$ cat config.mk
export PLATFORM = sky130hd
export DESIGN_NAME = ctx_mode_decide_p
export DESIGN_NICKNAME = d
export VERILOG_FILES = /design/src/rtl/ctx_mode_decide_p.sv
export SDC_FILE = /design/constraint.sdc
export NUM_CORES = 1
export LEC_CHECK = 0
export BUFFER_PORTS_ARGS = -buffer_cell sky130_fd_sc_hd__buf_2
export CORE_MARGIN = 2
export CORE_UTILIZATION = 39
export DETAILED_ROUTE_END_ITERATION = 12
export GPL_ROUTABILITY_DRIVEN = 0
export SETUP_SLACK_MARGIN = 0.2
export SYNTH_ARGS = -nofsm -noshare
export SYNTH_HDL_FRONTEND = slang
export SYNTH_SLANG_ARGS = --single-unit
export TNS_END_PERCENT = 5
$ cat constraint.sdc
create_clock -name clk -period 4.62 [get_ports clk]
set_clock_uncertainty 0.05 [all_clocks]
set_input_delay 0.462 -clock clk [delete_from_list [all_inputs] [get_ports clk]]
set_output_delay 0.462 -clock clk [all_outputs]
set_load 0.05 [all_outputs]
$ cat src/rtl/ctx_mode_decide_p.sv
// Context/mode stage of the LOCO-I encoder: gradients, MED prediction and run detection.
// Optional macro NEAR_LOSSLESS_EN enables the near-lossless match tolerance NEAR.
module ctx_mode_decide_p #(
  parameter int BPP   = 8,
  parameter int RUN_W = 10,
  parameter int NEAR  = 0
) (
  input  logic             clk,
  input  logic             reset,
  input  logic             en,
  input  logic             END_LINE,
  input  logic [BPP-1:0]   Ix_in,
  input  logic [BPP-1:0]   a,
  input  logic [BPP-1:0]   b,
  input  logic [BPP-1:0]   c,
  input  logic [BPP-1:0]   d,
  output logic [BPP:0]     D1,
  output logic [BPP:0]     D2,
  output logic [BPP:0]     D3,
  output logic [1:0]       mode,
  output logic [BPP:0]     Px,
  output logic [BPP:0]     Ix_out,
  output logic [BPP:0]     Ra,
  output logic [BPP:0]     Rb,
  output logic [RUN_W-1:0] Runcnt,
  output logic             en_out
);

  localparam logic [RUN_W-1:0] RUN_MAX = '1;

  typedef enum logic {IDLE, RUN} state_t;

  localparam logic [1:0] MODE_REGULAR = 2'd0;
  localparam logic [1:0] MODE_RUN     = 2'd1;
  localparam logic [1:0] MODE_EOL     = 2'd2;
  localparam logic [1:0] MODE_INTR    = 2'd3;

  // Out-of-range tolerance leaves an empty, named block as a marker for reviewers.
  if (NEAR < 0 || NEAR > 15) begin : g_near_out_of_range
  end

  function automatic logic match(input logic [BPP-1:0] x, input logic [BPP-1:0] y);
`ifdef NEAR_LOSSLESS_EN
    logic [BPP:0] mag;
    mag = (x >= y) ? ({1'b0, x} - {1'b0, y}) : ({1'b0, y} - {1'b0, x});
    return int'(mag) <= NEAR;
`else
    return x == y;
`endif
  endfunction

  state_t           state_q, state_d;
  logic [RUN_W-1:0] run_q, run_d;
  logic [1:0]       mode_d;
  logic [RUN_W-1:0] runcnt_d;
  logic             en_out_d;
  logic             flat, hit;
  logic [RUN_W-1:0] run_inc;
  logic [BPP-1:0]   ab_max, ab_min;
  logic [BPP+1:0]   med_sum;
  logic [BPP-1:0]   px_d;

  assign flat    = match(d, c) & match(b, d) & match(d, a);
  assign hit     = match(Ix_in, a);
  assign run_inc = run_q + 1'b1;

  // MED predictor; the sum is wide enough that a+b-c never wraps before truncation.
  assign ab_max  = (a > b) ? a : b;
  assign ab_min  = (a > b) ? b : a;
  assign med_sum = {2'b00, a} + {2'b00, b} - {2'b00, c};
  always_comb begin
    if (c >= ab_max)      px_d = ab_min;
    else if (c <= ab_min) px_d = ab_max;
    else                  px_d = med_sum[BPP-1:0];
  end

  always_ff @(posedge clk) begin
    // NOTE: sequential state uses non-blocking assignments so every register samples pre-edge values.
    if (!reset) begin
      state_q <= IDLE;
      run_q   <= '0;
    end else begin
      state_q <= state_d;
      run_q   <= run_d;
    end
  end

  always_comb begin
    // NOTE: defaults first so every path assigns every output and no latch is inferred.
    state_d = state_q;
    run_d   = run_q;
    if (en) begin
      unique case (state_q)
        IDLE: if (flat && hit && !END_LINE) begin
          state_d = RUN;
          run_d   = {{(RUN_W-1){1'b0}}, 1'b1};
        end
        RUN: begin
          if (!hit || END_LINE) begin
            state_d = IDLE;
            run_d   = '0;
          end else if (run_inc == RUN_MAX) begin
            run_d   = '0;
          end else begin
            run_d   = run_inc;
          end
        end
        default: state_d = IDLE;
      endcase
    end
  end

  always_comb begin
    mode_d   = mode;
    runcnt_d = Runcnt;
    en_out_d = 1'b0;
    if (en) begin
      unique case (state_q)
        IDLE: begin
          en_out_d = 1'b1;
          if (!flat) begin
            mode_d   = MODE_REGULAR;
            runcnt_d = '0;
          end else if (!hit) begin
            mode_d   = MODE_INTR;
            runcnt_d = '0;
          end else if (END_LINE) begin
            mode_d   = MODE_EOL;
            runcnt_d = {{(RUN_W-1){1'b0}}, 1'b1};
          end else begin
            mode_d   = MODE_RUN;
            en_out_d = 1'b0;
          end
        end
        RUN: begin
          if (!hit) begin
            // Interrupting pixel is not part of the run; it travels on Ix_out.
            mode_d   = MODE_INTR;
            runcnt_d = run_q;
            en_out_d = 1'b1;
          end else if (END_LINE) begin
            mode_d   = MODE_EOL;
            runcnt_d = run_inc;
            en_out_d = 1'b1;
          end else if (run_inc == RUN_MAX) begin
            mode_d   = MODE_RUN;
            runcnt_d = RUN_MAX;
            en_out_d = 1'b1;
          end else begin
            mode_d   = MODE_RUN;
          end
        end
        default: en_out_d = 1'b0;
      endcase
    end
  end

  always_ff @(posedge clk) begin
    if (!reset) begin
      D1 <= '0; D2 <= '0; D3 <= '0; Px <= '0;
      Ix_out <= '0; Ra <= '0; Rb <= '0;
      mode <= MODE_REGULAR; Runcnt <= '0; en_out <= 1'b0;
    end else begin
      mode   <= mode_d;
      Runcnt <= runcnt_d;
      en_out <= en_out_d;
      if (en) begin
        D1     <= {1'b0, d} - {1'b0, b};
        D2     <= {1'b0, b} - {1'b0, c};
        D3     <= {1'b0, c} - {1'b0, a};
        Px     <= {1'b0, px_d};
        Ix_out <= {1'b0, Ix_in};
        Ra     <= {1'b0, a};
        Rb     <= {1'b0, b};
      end else begin
        D1 <= '0; D2 <= '0; D3 <= '0; Px <= '0;
        Ix_out <= '0; Ra <= '0; Rb <= '0;
      end
    end
  end

endmodule

==> metrics.yaml <==
dr.pass1.iters: 5
leakagePower_nw: 3.04
synth-edff-count: 0
timing.rr.end: "Runcnt[0]"
via_per_inst: 5.35
hpwl_um: 11600
grtUsageTotal_pct: 21.2
status: "finished, final reports clean"
cts_setup_buffers: 0
ys_ff_latch: 83
htree_levels: 3
clock_latency_ns: 0.35
holdWs_ns: 0.331
ff_latch_area_sq_um: 1660
cts-resized-gates: 0
hold_violations: 0
final.min_clock_period_ns: 3.61
syn_area_sq_um: 5300
slew_headroom_pct: 42.9
drt_iter0_drc: 457
ys_seq_area_share_pct: 31.4
yosys_warnings: 0
multi_input_area_sq_um: 3320
ant_nets: 0
max_freq_ghz: 0.277
cp-end-kind: "register"
min_period_over_period_pct: 78.1
die_y_um: 121
setup_viol: 0
area_growth_pct: 19.1
rsz0062_at_grt: "false"
critical_path_arrival_ns: 3.79
nNetsFinal: 843
crit_type: "in -> reg"
drc: 0
cts-hold-fix-buffers: 0
required_ns: 4.80
crit_path_end: "Px[6]"
peakVddDrop_mv: 0.155
vias: 4886
tritoncts: "built"
worst_pin_slew_ns: 0.853
r2r-start: "run_q[1]"
core-area_sq_um: 13200
avgSynthCellArea_sq_um: 8.48
die_area_sq_um: 14500
avgRoutedWirePerCell_um: 16.4
synth_ff_type: "dfxtp_1"
synth.distinct_cells: 56
boundaryPins: 120
final_cell_mix: "115 x buf_2, 83 x dfxtp_1, 57 x ha_1"
portBuffers: 115
r2r_slack_ns: 1.14
clockBufferDepth: 2
n_antenna_cell: 0
hold_class: "in -> reg"
tns_ns: 0
fillerInstances: 1320
crit_path_start: "b[1]"
grt_max_degree: 54
numCtsBuffers: 9
dieWidth_um: 121
synthCells: 625
grt-ovfl-total: 0
cts_root_buf: "clkbuf_16"
p_per_area_nw_per_um2: 336
worstRegToRegCells: 8
cp_max_fo: 16
num_rows: 42
drv_cap: 0
utilization_pct: 47.6
startpoint_type: "primary input"
grt_pass1_wl_um: 24000
antenna_found_initial: 0
async_flop_share_pct: 0
drv_slew: 0
grt_pass1_vias: 4857
cts_sinks: 83
drive_gt1_share_pct: 19.4
initial_core_util_pct: 40.0
wl_um: 15000
clk_pin_slew_worst_paths_ns: 0.06
layout_commonest_cell: "buf_2"
==> state kept, by name, summed over array words and instances, names as in the netlist <==
register,cells
Rb,8
Ra,8
D1,9
Px,8
Ix_out,8
mode,2
run_q,10
D2,9
Runcnt,10
D3,9
en_out,1
state_q,1
==> kinds of logic (layout without fill, tap and decap cells) <==
kind of cell,Yosys count,in the layout,synth area share (%)
DFF,83,83,31.4
muxes,20,20,3.80
xor gates and xnor gates,32,32,5.29
AOI/OAI and AO/OA,151,151,18.4
other,1,4,0.0708
and+or+nand+nor,191,191,17.6
buffers and inverters,80,189,6.21
adders and majority gates,67,67,17.2
==> synth_stat cells, types with 3 or more instances <==
master | count | share of area (%)
a21o_1 | 6 | 0.85
a211oi_1 | 4 | 0.57
o31a_1 | 4 | 0.66
o21bai_1 | 3 | 0.43
buf_1 | 3 | 0.21
a31oi_1 | 5 | 0.59
o21a_1 | 3 | 0.43
a21boi_0 | 5 | 0.71
nor2b_1 | 17 | 2.0
nand3_1 | 7 | 0.66
ha_1 | 57 | 13
and3_1 | 12 | 1.4
fa_1 | 10 | 3.8
xor2_1 | 7 | 1.2
inv_1 | 55 | 3.9
o22ai_1 | 5 | 0.59
o21ai_0 | 40 | 3.8
o211ai_1 | 9 | 1.3
buf_4 | 4 | 0.57
nand2b_1 | 7 | 0.83
nor3_1 | 25 | 2.4
buf_2 | 5 | 0.47
clkbuf_1 | 12 | 0.85
nor2_1 | 56 | 4.0
nand4_1 | 12 | 1.4
xnor2_1 | 25 | 4.1
or3_1 | 8 | 0.94
a21oi_1 | 41 | 3.9
dfxtp_1 | 83 | 31
o31ai_1 | 7 | 0.99
or2_2 | 5 | 0.59
and2_1 | 4 | 0.47
mux2i_1 | 19 | 3.6
nand2_1 | 36 | 2.6
==> layout make-up <==
cell class                 count  share of cell area [%]
timing repair buffer         118                    9.48
clock buffer                  13                    3.97
multi-input combinational    465                    52.7
sequential                    83                    26.3
inverter                      55                    3.27
clock inverter                 3                   0.754
tap                          176                    3.49
==> how the worst min path moves through the flow <==
stage	start	slack, ns	to	cells past startpoint
global placement	Runcnt[5]	0.40	Runcnt[5]	2
global route	Ix_in[6]	0.34	Ix_out[6]	2
floorplan	run_q[6]	0.44	run_q[6]	1
finish	Ix_in[2]	0.33	Ix_out[2]	2
CTS	Ix_in[1]	0.32	Ix_out[1]	2
detailed placement	Runcnt[3]	0.40	Runcnt[3]	2
==> metrics by stage <==
stage / setup slack (ns) / power [mW] / cells / area, sq um
finish: 1.01 / 2.12 / 913 / 6310
CTS: 1.05 / 2.13 / 913 / 6310
global route: 0.727 / 2.23 / 913 / 6310
global placement: 0.893 / 1.40 / 897 / 6010
detailed placement: 0.705 / 1.40 / 897 / 6010
floorplan: 0.723 / 1.24 / 628 / 5310
==> per-layer routing <==
layer	vias up	global-route usage, %	routed length [um]
li1	2407	-	-
met1	2271	27.4	6570
met2	181	34.8	7010
met3	27	5.09	1090
met4	0	6.90	300
met5	-	0	0
==> report_power, final <==
group          switching (mW)  leakage [nW]  internal, mW
sequential            0.00940         0.679         0.752
clock                   0.289         0.144         0.436
combinational           0.421          2.22         0.214
==> critical path, cell delays in order <==
cell and delay (ns):
buf_2 0.14, inv_1 0.21, ha_1 0.29, nor2b_1 0.14, o211ai_1 0.17, a21oi_1 0.10
o22ai_2 0.09, buf_4 0.29, mux2i_1 0.34, ha_1 0.18, nand2_1 0.04, o21ai_0 0.25
mux2i_1 0.15, a21oi_1 0.53, nor2_1 0.09, o31a_1 0.30
Power figures use the tool's default switching activity.
